## src/rtl/simple_axi_write_burster_pkg.sv

```systemverilog
// Shared definitions for the simple AXI write burster.
// Contents: FSM state encoding, AXI burst/response constants, AXI field
// widths, the 4 KB boundary constant and the awsize-from-width helper.
package simple_axi_write_burster_pkg;

  typedef enum logic [2:0] {
    ST_IDLE,
    ST_CALC,
    ST_ADDR,
    ST_DATA,
    ST_DRAIN
  } state_t;

  localparam logic [1:0]  AXI_BURST_INCR = 2'b01;
  localparam logic [1:0]  AXI_RESP_OKAY  = 2'b00;
  localparam int unsigned AXI_ID_W       = 4;
  localparam int unsigned AXI_LEN_W      = 8;
  localparam int unsigned BOUNDARY_4K    = 4096;

  // AXI awsize encoding: log2 of the bytes per beat.
  function automatic logic [2:0] axi_size(input int unsigned data_w);
    return 3'($clog2(data_w / 8));
  endfunction

endpackage

```

## src/rtl/simple_axi_write_burster_calc.sv

```systemverilog
// write_burst_calc: combinational burst arithmetic for the write burster.
// Ports:
//   addr_lo     - low 12 bits of the current burst start address
//   remaining   - beats still to be issued in this transfer
//   len         - byte length of an incoming command
//   len_rem     - latched (length mod bytes-per-beat) of the active transfer
//   total_beats - ceil(len / bytes-per-beat)
//   burst_beats - min(MAX_BURST, remaining, beats to the next 4 KB boundary)
//   final_strb  - strobe for the last beat of the transfer
module write_burst_calc
  import simple_axi_write_burster_pkg::*;
#(
  parameter int unsigned AXI_DATA_W = 32,
  parameter int unsigned LEN_W      = 20,
  parameter int unsigned MAX_BURST  = 16
) (
  input  logic [11:0]                        addr_lo,
  input  logic [LEN_W-1:0]                   remaining,
  input  logic [LEN_W-1:0]                   len,
  input  logic [$clog2(AXI_DATA_W/8)-1:0]    len_rem,
  output logic [LEN_W-1:0]                   total_beats,
  output logic [$clog2(MAX_BURST):0]         burst_beats,
  output logic [AXI_DATA_W/8-1:0]            final_strb
);

  localparam int unsigned BYTES  = AXI_DATA_W / 8;
  localparam int unsigned BSHIFT = $clog2(BYTES);
  localparam int unsigned BW     = $clog2(MAX_BURST) + 1;
  localparam int unsigned CW     = (LEN_W > 13) ? LEN_W : 13;

  logic [LEN_W:0] len_round;
  logic [12:0]    to_4k_bytes;
  logic [CW-1:0]  to_4k_beats;
  logic [CW-1:0]  pick;

  // Round the byte length up to whole beats.
  assign len_round   = {1'b0, len} + (LEN_W+1)'(BYTES - 1);
  assign total_beats = LEN_W'(len_round >> BSHIFT);

  // Beats left before the address crosses a 4 KB page.
  assign to_4k_bytes = 13'(BOUNDARY_4K) - {1'b0, addr_lo};
  assign to_4k_beats = CW'(to_4k_bytes >> BSHIFT);

  always_comb begin
    pick = CW'(MAX_BURST);
    if (CW'(remaining) < pick) pick = CW'(remaining);
    if (to_4k_beats < pick)    pick = to_4k_beats;
    burst_beats = BW'(pick);
  end

  // A zero remainder means the last beat is fully populated.
  always_comb begin
    final_strb = '0;
    for (int i = 0; i < int'(BYTES); i++) begin
      final_strb[i] = (len_rem == '0) || (i < int'(len_rem));
    end
  end

endmodule

```

## src/rtl/simple_axi_write_burster.sv

```systemverilog
// simple_axi_write_burster: splits a byte-length write command into AXI4
// INCR bursts that never exceed MAX_BURST beats or cross a 4 KB page.
// Optional macro SIMPLE_AXI_WRITE_BRESP_EN enables write-response tracking:
// an outstanding-burst limit, completion after the last response and a
// sticky error flag from non-OKAY bresp.
// Ports:
//   clk, rst            - clock, synchronous active-high reset
//   m_wvalid/m_wready   - command valid in IDLE, beat handshake in DATA
//   m_waddr/m_wlen      - start address and byte length, latched in IDLE
//   m_wdata             - beat data, passed straight to m_axi_wdata
//   m_wlast             - final beat of the transfer
//   done, error         - completion pulse, sticky response error
//   m_axi_aw*/w*/b*     - AXI4 write address, data and response channels
module simple_axi_write_burster
  import simple_axi_write_burster_pkg::*;
#(
  parameter int unsigned AXI_ADDR_W      = 32,
  parameter int unsigned AXI_DATA_W      = 32,
  parameter int unsigned LEN_W           = 20,
  parameter int unsigned MAX_BURST       = 16,
  parameter int unsigned MAX_OUTSTANDING = 4
) (
  input  logic                    clk,
  input  logic                    rst,
  input  logic                    m_wvalid,
  output logic                    m_wready,
  input  logic [AXI_ADDR_W-1:0]   m_waddr,
  input  logic [AXI_DATA_W-1:0]   m_wdata,
  input  logic [LEN_W-1:0]        m_wlen,
  output logic                    m_wlast,
  output logic                    done,
  output logic                    error,
  output logic [AXI_ID_W-1:0]     m_axi_awid,
  output logic [AXI_ADDR_W-1:0]   m_axi_awaddr,
  output logic [AXI_LEN_W-1:0]    m_axi_awlen,
  output logic [2:0]              m_axi_awsize,
  output logic [1:0]              m_axi_awburst,
  output logic                    m_axi_awlock,
  output logic [3:0]              m_axi_awcache,
  output logic [2:0]              m_axi_awprot,
  output logic [3:0]              m_axi_awqos,
  output logic                    m_axi_awvalid,
  input  logic                    m_axi_awready,
  output logic [AXI_DATA_W-1:0]   m_axi_wdata,
  output logic [AXI_DATA_W/8-1:0] m_axi_wstrb,
  output logic                    m_axi_wlast,
  output logic                    m_axi_wvalid,
  input  logic                    m_axi_wready,
  input  logic [1:0]              m_axi_bresp,
  input  logic                    m_axi_bvalid,
  output logic                    m_axi_bready
);

  localparam int unsigned BSHIFT = $clog2(AXI_DATA_W / 8);
  localparam int unsigned BW     = $clog2(MAX_BURST) + 1;

  state_t                 state, state_n;
  logic [AXI_ADDR_W-1:0]  cur_addr, cur_addr_n;
  logic [BSHIFT-1:0]      len_rem_q, len_rem_n;
  logic [LEN_W-1:0]       remaining, remaining_n;
  logic [AXI_ADDR_W-1:0]  awaddr_q, awaddr_n;
  logic [AXI_LEN_W-1:0]   awlen_q, awlen_n;
  logic [AXI_LEN_W-1:0]   beat_cnt, beat_n;
  logic                   awvalid_q, awvalid_n;
  logic                   done_q, done_n;
  logic                   error_q, error_n;
  logic                   stall;

  logic [LEN_W-1:0]        total_beats;
  logic [BW-1:0]           burst_beats;
  logic [AXI_DATA_W/8-1:0] final_strb;
  logic [LEN_W-1:0]        burst_len;
  logic [AXI_ADDR_W-1:0]   burst_bytes;
  logic                    last_in_burst, last_burst, final_beat;

  write_burst_calc #(
    .AXI_DATA_W (AXI_DATA_W),
    .LEN_W      (LEN_W),
    .MAX_BURST  (MAX_BURST)
  ) u_calc (
    .addr_lo     (cur_addr[11:0]),
    .remaining   (remaining),
    .len         (m_wlen),
    .len_rem     (len_rem_q),
    .total_beats (total_beats),
    .burst_beats (burst_beats),
    .final_strb  (final_strb)
  );

  // Fixed write-address attributes.
  assign m_axi_awid    = '0;
  assign m_axi_awsize  = axi_size(AXI_DATA_W);
  assign m_axi_awburst = AXI_BURST_INCR;
  assign m_axi_awlock  = 1'b0;
  assign m_axi_awcache = 4'd2;
  assign m_axi_awprot  = 3'b010;
  assign m_axi_awqos   = '0;
  assign m_axi_bready  = 1'b1;

  assign m_axi_awaddr  = awaddr_q;
  assign m_axi_awlen   = awlen_q;
  assign m_axi_awvalid = awvalid_q;
  assign done          = done_q;
  assign error         = error_q;

  assign burst_len     = LEN_W'(awlen_q) + LEN_W'(1);
  assign burst_bytes   = (AXI_ADDR_W'(awlen_q) + AXI_ADDR_W'(1)) << BSHIFT;
  assign last_in_burst = (beat_cnt == awlen_q);
  assign last_burst    = (remaining == burst_len);
  assign final_beat    = last_in_burst && last_burst;

`ifdef SIMPLE_AXI_WRITE_BRESP_EN
  logic [3:0] outstanding, outstanding_n;
  logic       aw_hs, b_hs;

  assign aw_hs = awvalid_q && m_axi_awready;
  assign b_hs  = m_axi_bvalid && m_axi_bready;
  assign stall = (outstanding == 4'(MAX_OUTSTANDING));

  // Simultaneous issue and retire leave the count unchanged.
  always_comb begin
    outstanding_n = outstanding;
    if (aw_hs && !b_hs)                          outstanding_n = outstanding + 4'd1;
    else if (!aw_hs && b_hs && outstanding != '0) outstanding_n = outstanding - 4'd1;
  end

  always_ff @(posedge clk) begin
    if (rst) outstanding <= '0;
    else     outstanding <= outstanding_n;
  end
`else
  logic unused_bresp;
  assign unused_bresp = ^{m_axi_bresp, m_axi_bvalid};
  assign stall        = 1'b0;
`endif

  // Next-state and channel outputs.
  always_comb begin
    state_n      = state;
    cur_addr_n   = cur_addr;
    len_rem_n    = len_rem_q;
    remaining_n  = remaining;
    awaddr_n     = awaddr_q;
    awlen_n      = awlen_q;
    beat_n       = beat_cnt;
    awvalid_n    = awvalid_q;
    done_n       = 1'b0;
    error_n      = error_q;
    m_wready     = 1'b0;
    m_wlast      = 1'b0;
    m_axi_wvalid = 1'b0;
    m_axi_wlast  = 1'b0;
    m_axi_wstrb  = '1;
    m_axi_wdata  = m_wdata;

    case (state)
      ST_IDLE: begin
        if (m_wvalid) begin
          cur_addr_n  = m_waddr;
          len_rem_n   = m_wlen[BSHIFT-1:0];
          remaining_n = total_beats;
          error_n     = 1'b0;
          state_n     = ST_CALC;
        end
      end
      ST_CALC: begin
        if (remaining == '0) begin
          done_n  = 1'b1;
          state_n = ST_IDLE;
        end else if (!stall) begin
          awaddr_n  = cur_addr;
          awlen_n   = AXI_LEN_W'(burst_beats - BW'(1));
          awvalid_n = 1'b1;
          beat_n    = '0;
          state_n   = ST_ADDR;
        end
      end
      ST_ADDR: begin
        if (m_axi_awready) begin
          awvalid_n = 1'b0;
          state_n   = ST_DATA;
        end
      end
      ST_DATA: begin
        m_axi_wvalid = m_wvalid;
        m_wready     = m_axi_wready;
        m_axi_wlast  = last_in_burst;
        m_wlast      = final_beat;
        if (final_beat) m_axi_wstrb = final_strb;
        if (m_wvalid && m_axi_wready) begin
          beat_n = beat_cnt + AXI_LEN_W'(1);
          if (last_in_burst) begin
            cur_addr_n  = cur_addr + burst_bytes;
            remaining_n = remaining - burst_len;
            state_n     = last_burst ? ST_DRAIN : ST_CALC;
          end
        end
      end
      ST_DRAIN: begin
`ifdef SIMPLE_AXI_WRITE_BRESP_EN
        if (outstanding == '0) begin
          done_n  = 1'b1;
          state_n = ST_IDLE;
        end
`else
        done_n  = 1'b1;
        state_n = ST_IDLE;
`endif
      end
      default: state_n = ST_IDLE;
    endcase

`ifdef SIMPLE_AXI_WRITE_BRESP_EN
    if (b_hs && (m_axi_bresp != AXI_RESP_OKAY)) error_n = 1'b1;
`endif
  end

  // State register.
  always_ff @(posedge clk) begin
    if (rst) begin
      state     <= ST_IDLE;
      cur_addr  <= '0;
      len_rem_q <= '0;
      remaining <= '0;
      awaddr_q  <= '0;
      awlen_q   <= '0;
      beat_cnt  <= '0;
      awvalid_q <= 1'b0;
      done_q    <= 1'b0;
      error_q   <= 1'b0;
    end else begin
      state     <= state_n;
      cur_addr  <= cur_addr_n;
      len_rem_q <= len_rem_n;
      remaining <= remaining_n;
      awaddr_q  <= awaddr_n;
      awlen_q   <= awlen_n;
      beat_cnt  <= beat_n;
      awvalid_q <= awvalid_n;
      done_q    <= done_n;
      error_q   <= error_n;
    end
  end

endmodule

```

## config.mk

```make
export PLATFORM = sky130hd
export DESIGN_NAME = simple_axi_write_burster
export DESIGN_NICKNAME = d
export VERILOG_FILES = /design/src/rtl/simple_axi_write_burster_pkg.sv /design/src/rtl/simple_axi_write_burster_calc.sv /design/src/rtl/simple_axi_write_burster.sv
export SDC_FILE = /design/constraint.sdc
export NUM_CORES = 1
export LEC_CHECK = 0
export CORE_UTILIZATION = 50
export DETAILED_ROUTE_END_ITERATION = 8
export PLACE_DENSITY = 0.85
export SLEW_MARGIN = 15
export SYNTH_ARGS = -nofsm -noshare
export SYNTH_HDL_FRONTEND = slang
export SYNTH_SLANG_ARGS = --single-unit
```

## constraint.sdc

```tcl
create_clock -name clk -period 5.6 [get_ports clk]
set_clock_uncertainty 0.05 [all_clocks]
set_input_delay 1.12 -clock clk [delete_from_list [all_inputs] [get_ports clk]]
set_output_delay 1.12 -clock clk [all_outputs]
set_load 0.02 [all_outputs]
```

==> flow_metrics.tcl, run 1 <==
set metrics [dict create \
    syn-cell-area_um2 7390 \
    synth_edf_count 0 \
    multiInputGateArea_um2 4630 \
    busiest_layer "met2" \
    grt.overflow.total 0 \
    power_mw 2.57 \
    p_leak_nw 3.10 \
    start_kind "flip-flop" \
    area_growth_pct 14.5 \
    outcome "completed" \
    htreeDepth 3 \
    fp.dieW_um 124 \
    nets 1140 \
    grt_max_degree 58 \
    clock-root-buffer "clkbuf_16" \
    antenna_left 0 \
    fillers 1345 \
    cts.sinks 105 \
    cp_max_fo 8 \
    place.gp.congestion 0.934 \
    cts_made_buffers 9 \
    die_h_um 124 \
    vias 7149 \
    seqCellArea_um2 2100 \
    drive_gt1_frac 0.0442 \
    hp-start "m_axi_awaddr[4]" \
    holdPathStages 2 \
    yosysTopAreaCellShare 0.285 \
    cp-end-kind "output pin" \
    r2r_slack_ns 1.16 \
    grt_pass1_vias 6596 \
    post_drt_via_cell_ratio 5.95 \
    cts_setup_buffers 0 \
    clock_path_buffers 2 \
    rows 44 \
    met1_usage 0.344 \
    arrival_ns 3.41 \
    synth_cell_types 75 \
    grt_util_met3 0.0526 \
    drtIter0Drc 643 \
    antenna_found_initial 0 \
    yosys.area.top_type "dfxtp_1" \
    grt_pass1_wl_um 31800 \
    hold_buffers 0 \
    finalCritPeriodShare 0.818 \
    rr_worst_depth 17 \
    num_antenna_cells 0 \
    dr.pass1.iters 6 \
    synth_warnings 0 \
    die-area_um2 15300 \
    io_buffers 105 \
    slew_headroom 0.205 \
    setup_slack_ns 1.02 \
    ys_seq_area_frac 0.285 \
    slew_viol_final 0 \
    cts.clk_slew.worst_paths_ns 0.07 \
    rr_startpoint "cur_addr[0]" \
    grtUsageTotal 0.267 \
    criticalPathCategory "reg -> out" \
    setup-tns-final_ns 0 \
    rsz0062_at_grt "no" \
    drc_errors 0 \
    worst_slew_pin_slew_ns 1.18 \
    cp.required_ns 4.43 \
    min_period_ns 4.58 \
    start_util 0.510 \
    synth_seq_cells 105 \
    io_pins 197 \
    wire_per_inst_um 16.4 \
    powerDensity_nw_per_um2 304 \
    core_area_um2 14500 \
    place_ws_ns 1.23 \
    whs_endpoint "m_axi_awaddr[4]" \
    drv_cap 0 \
    fmax_mhz 218 \
    clk_latency_ns 0.37 \
    met2_usage 0.428 \
    worst_r2r_endpoint "m_axi_awlen[4]" \
    vdd_ir_drop_max_v 0.000197 \
    synth.area.top_cells "dfxtp_1 28%, nand2_1 7.9%, a21oi_1 5.9%" \
    synth-async-reset-ratio 0 \
    setup_violations 0 \
    totalWireLength_um 19700 \
    place_hpwl_um 14000 \
    synthFlopType "dfxtp_1" \
    cts_tree "built" \
    cts_resized 0 \
    synthCells 974 \
    min_path_type "reg -> reg" \
    syn_avg_cell_area_um2 7.58 \
    hold_viol_final 0 \
]
-- area by class of cell --
class / instances / share of cell area
Inverter: 26 / 0.0115
Multi-Input combinational cell: 758 / 0.548
Clock inverter: 7 / 0.00725
Tap cell: 184 / 0.0272
Sequential cell: 105 / 0.249
Timing Repair Buffer: 113 / 0.131
Clock buffer: 9 / 0.0266
-- worst max path at each step --
| stage | from | to | slack (ns) | cells after the start |
|---|---|---|---|---|
| after detailed placement | cur_addr[0] | m_axi_awlen[4] | 1.23 | 17 |
| after CTS | m_axi_awlen[3] | m_axi_wstrb[3] | 1.07 | 10 |
| after global routing | cur_addr[0] | m_axi_awlen[4] | 0.80 | 17 |
| after global placement | cur_addr[0] | m_axi_awlen[4] | 1.29 | 17 |
| after floorplan | cur_addr[0] | m_axi_awlen[4] | 1.64 | 18 |
| final | m_axi_awlen[2] | m_axi_wstrb[3] | 1.02 | 10 |
-- cell usage in the layout, fill, tap and decap left out, drive strengths merged, types with 19 or more instances in the layout --
cell           netlist  layout
inv                 26      30
nand2              157     157
dfxtp              105     105
nor2                63      63
clkdlybuf4s50        0     104
nand3               32      32
conb                 2      30
xnor2               34      34
xor2                19      19
o21ai               38      38
ha                  33      33
a31oi               20      20
a21oi               87      87
-- cells in the mapped netlist (4+ instances only) --
cell type  number
or4_1           5
xnor2_1        34
o211ai_1       10
nand2_1       156
nand2b_1        5
nor2b_1         4
a31oi_1        19
nor4_1         14
and2_1         13
clkbuf_1       37
o31a_1          4
nor2_1         63
ha_1           33
o21ai_0        36
o221ai_1        6
buf_2          17
a22oi_1         7
o21a_1          8
inv_1          26
and3_1         14
a211o_1         4
a21oi_1        87
o31ai_1        11
nand4_1        15
nor3b_1         4
a211oi_1       17
o22ai_1         4
dfxtp_1       105
nor3_1         18
or3_1           9
mux2i_1         5
xor2_1         19
nand3_1        32
a21o_1         11
buf_4          58
-- kinds of logic (layout without fill, tap and decap cells) --
group	after synthesis	count (layout)	share of synthesized area
AND/OR/NAND/NOR	372	372	0.245
adder cells (fa/ha/maj)	35	35	0.0613
XOR/XNOR	53	53	0.0629
flip-flops	105	105	0.285
AO/OA/AOI/OAI	263	263	0.235
buffers and inverters	139	155	0.103
other	2	30	0.00102
multiplexers	5	5	0.00678
-- worst max-delay path: stages (launching register included) --
cell and delay [ns]:
dfxtp_1 0.51, nand3_1 0.15, o21a_1 0.25, or2_2 0.32, inv_1 0.07, ha_1 0.25, nand4_1 0.12, nor2_1 0.14
nand4_1 0.27, or3_1 0.43, clkdlybuf4s50_1 0.54
-- per-layer routing --
metal	share of wire	routed length, um
met1	0.44	8620
met2	0.45	8900
met3	0.081	1600
met4	0.027	535
met5	0	0
-- flip-flops by register name, indices dropped and copies added, names as in the netlist --
register and flops:
beat_cnt 8, cur_addr 32, m_axi_awaddr 32, done 1
remaining 20, m_axi_awlen 6, m_axi_awvalid 1, len_rem_q 2
state 3
-- through the flow --
stage | area [um2] | hold slack (ns) | instances | utilization
4_1_cts | 8450 | 0.407 | 1202 | 0.584
5_1_grt | 8450 | 0.428 | 1202 | 0.584
6_report | 8450 | 0.404 | 1202 | 0.584
3_3_place_gp | 8170 | 0.394 | 1186 | 0.564
2_1_floorplan | 7490 | 0.386 | 1002 | -
3_5_place_dp | 8170 | 0.397 | 1186 | 0.564
-- power by group --
group / switching (mW) / internal [mW] / total (mW)
combinational: 0.610 / 0.407 / 1.02
sequential: 0.0999 / 0.816 / 0.916
clock: 0.328 / 0.312 / 0.640
total: 1.04 / 1.53 / 2.57
Note: power is estimated with default switching activity, not from simulation.
==> run 2: changes to the inputs <==
==> constraint.sdc (replaced) <==
create_clock -name clk -period 4.37 [get_ports clk]
set_clock_uncertainty 0.05 [all_clocks]
set_input_delay 0.874 -clock clk [delete_from_list [all_inputs] [get_ports clk]]
set_output_delay 0.874 -clock clk [all_outputs]
set_load 0.02 [all_outputs]
==> run 2 against run 1 <==
Hold slack lost 0.00070 ns. Global-route usage is 0.42 points higher. Critical path depth stayed put. Cell area up 1.1%. Final cell count up 0.83%. Routed wire length up 3.1%. Sequential share of layout area decreased by 0.26 points. Core utilization increased by 0.66 points. Non-clock buffer count grew 10. Power increased by 31%. Worst setup slack worse by 0.81 ns. Clock-buffer cell count grew 2. Largest power group unchanged.
==> flow_metrics.tcl, run 2 (same netlist as run 1, synthesis figures left out) <==
set metrics [dict create \
    outcome "completed" \
    post_drt_via_cell_ratio 6.06 \
    rsz0062_at_grt "no" \
    cts_made_buffers 9 \
    place.gp.congestion 0.916 \
    vdd_ir_drop_max_v 0.000255 \
    clk_latency_ns 0.36 \
    place_hpwl_um 14500 \
    worst_slew_pin_slew_ns 0.812 \
    num_antenna_cells 0 \
    cp_num_buf_inv 2 \
    setup_violations 0 \
    min_period_ns 4.17 \
    fillers 1318 \
    criticalPathCategory "reg -> out" \
    die_h_um 124 \
    vias 7343 \
    cp_slowest_cell "clkdlybuf4s50_1" \
    core_area_um2 14500 \
    die-area_um2 15300 \
    clock-root-buffer "clkbuf_16" \
    dr.pass1.iters 6 \
    worst_r2r_endpoint "m_axi_awlen[4]" \
    antenna_found_initial 0 \
    critPathMaxStageDelay_ns 0.54 \
    min_path_type "reg -> reg" \
    finalCritPeriodShare 0.953 \
    cp_num_cells 10 \
    r2r_slack_ns 0.26 \
    grt_pass1_wl_um 32400 \
    rr_worst_depth 15 \
    cp.required_ns 3.45 \
    setup_slack_ns 0.204 \
    arrival_ns 3.24 \
    clock_path_buffers 2 \
    p_leak_nw 3.16 \
    final_util 0.590 \
    nets 1150 \
    drv_cap 0 \
    grtUsageTotal 0.271 \
    place_ws_ns 0.357 \
    drtIter0Drc 752 \
    cp-end-kind "output pin" \
    area_growth_pct 15.7 \
    io_pins 197 \
    final_cell_mix "156 x nand2_1, 104 x dfxtp_1, 104 x clkdlybuf4s50_1, 87 x a21oi_1, 62 x nor2_1" \
    htreeDepth 3 \
    fp.dieW_um 124 \
    powerDensity_nw_per_um2 393 \
    power_mw 3.36 \
    grt_pass1_vias 6700 \
    rr_startpoint "remaining[10]" \
    slew_headroom 0.459 \
    wire_per_inst_um 16.7 \
    mostFrequentLayoutCell "nand2_1" \
    crit_path_end "m_axi_wstrb[3]" \
    grt.overflow.total 0 \
    hold_viol_final 0 \
    critPathTopFamily "simple AND/OR/NAND/NOR gates" \
    totalWireLength_um 20300 \
    cts.sinks 105 \
    fmax_mhz 240 \
    grt_max_degree 57 \
    cts_tree "built" \
    cts.clk_slew.worst_paths_ns 0.07 \
    start_kind "flip-flop" \
    slew_viol_final 0 \
    start_util 0.510 \
    rows 44 \
    drive_gt1_frac 0.0564 \
    startpoint "m_axi_awlen[0]" \
    drc_errors 0 \
    cp_max_fo 6 \
    path_cells "ha_1 > nand3_1 > xnor2_1 > inv_1 > ha_1 > nand4_1 > nor2_1 > nand4_1 > or3_1 > clkdlybuf4s50_1" \
    setup-tns-final_ns 0 \
    antenna_left 0 \
    io_buffers 105 \
]
-- run 2: worst min-delay path by stage --
stage / from / to / cells past startpoint
floorplan: len_rem_q[1] / len_rem_q[1] / 2
global placement: m_axi_awaddr[6] / m_axi_awaddr[6] / 2
detailed placement: m_axi_awaddr[0] / m_axi_awaddr[0] / 2
CTS: m_axi_awaddr[0] / m_axi_awaddr[0] / 2
global route: len_rem_q[1] / len_rem_q[1] / 2
finish: m_axi_awaddr[0] / m_axi_awaddr[0] / 2
-- run 2: through the flow --
step / hold slack (ns) / cell area (um2) / instances
finish: 0.403 / 8550 / 1212
global route: 0.420 / 8550 / 1212
CTS: 0.405 / 8540 / 1212
detailed placement: 0.396 / 8240 / 1196
global placement: 0.394 / 8240 / 1196
floorplan: 0.386 / 7490 / 1002
-- run 2: tightest hold or removal path, stage by stage, from the launching register on --
cell and delay, ns:
dfxtp_1 0.31, nand2_1 0.05, a21oi_1 0.05
-- run 2: repair_timing --
action,CTS,global route
setup buffers,0,0
resized for setup,0,3
hold buffers,0,0
setup endpoints to repair,0,5
-- run 2: cell type report --
type	count	area [um2]	area share
clock inverter	5	45.0	0.00527
timing repair buffer	123	1180	0.138
clock buffer	11	253	0.0296
inverter	26	97.6	0.0114
sequential	105	2100	0.246
multi-input combinational	758	4640	0.543
tap	184	230	0.0269
-- run 2: per-layer routing --
layer | vias up | GRT usage | part of all wire
met5 | - | 0 | 0
met4 | 0 | 0.105 | 0.024
met3 | 44 | 0.0540 | 0.088
met2 | 375 | 0.446 | 0.47
met1 | 3423 | 0.347 | 0.42
li1 | 3501 | - | -
-- run 2: where the power goes --
part,internal [mW],switching [mW]
logic,0.552,0.814
clock network,0.428,0.400
registers,1.05,0.118
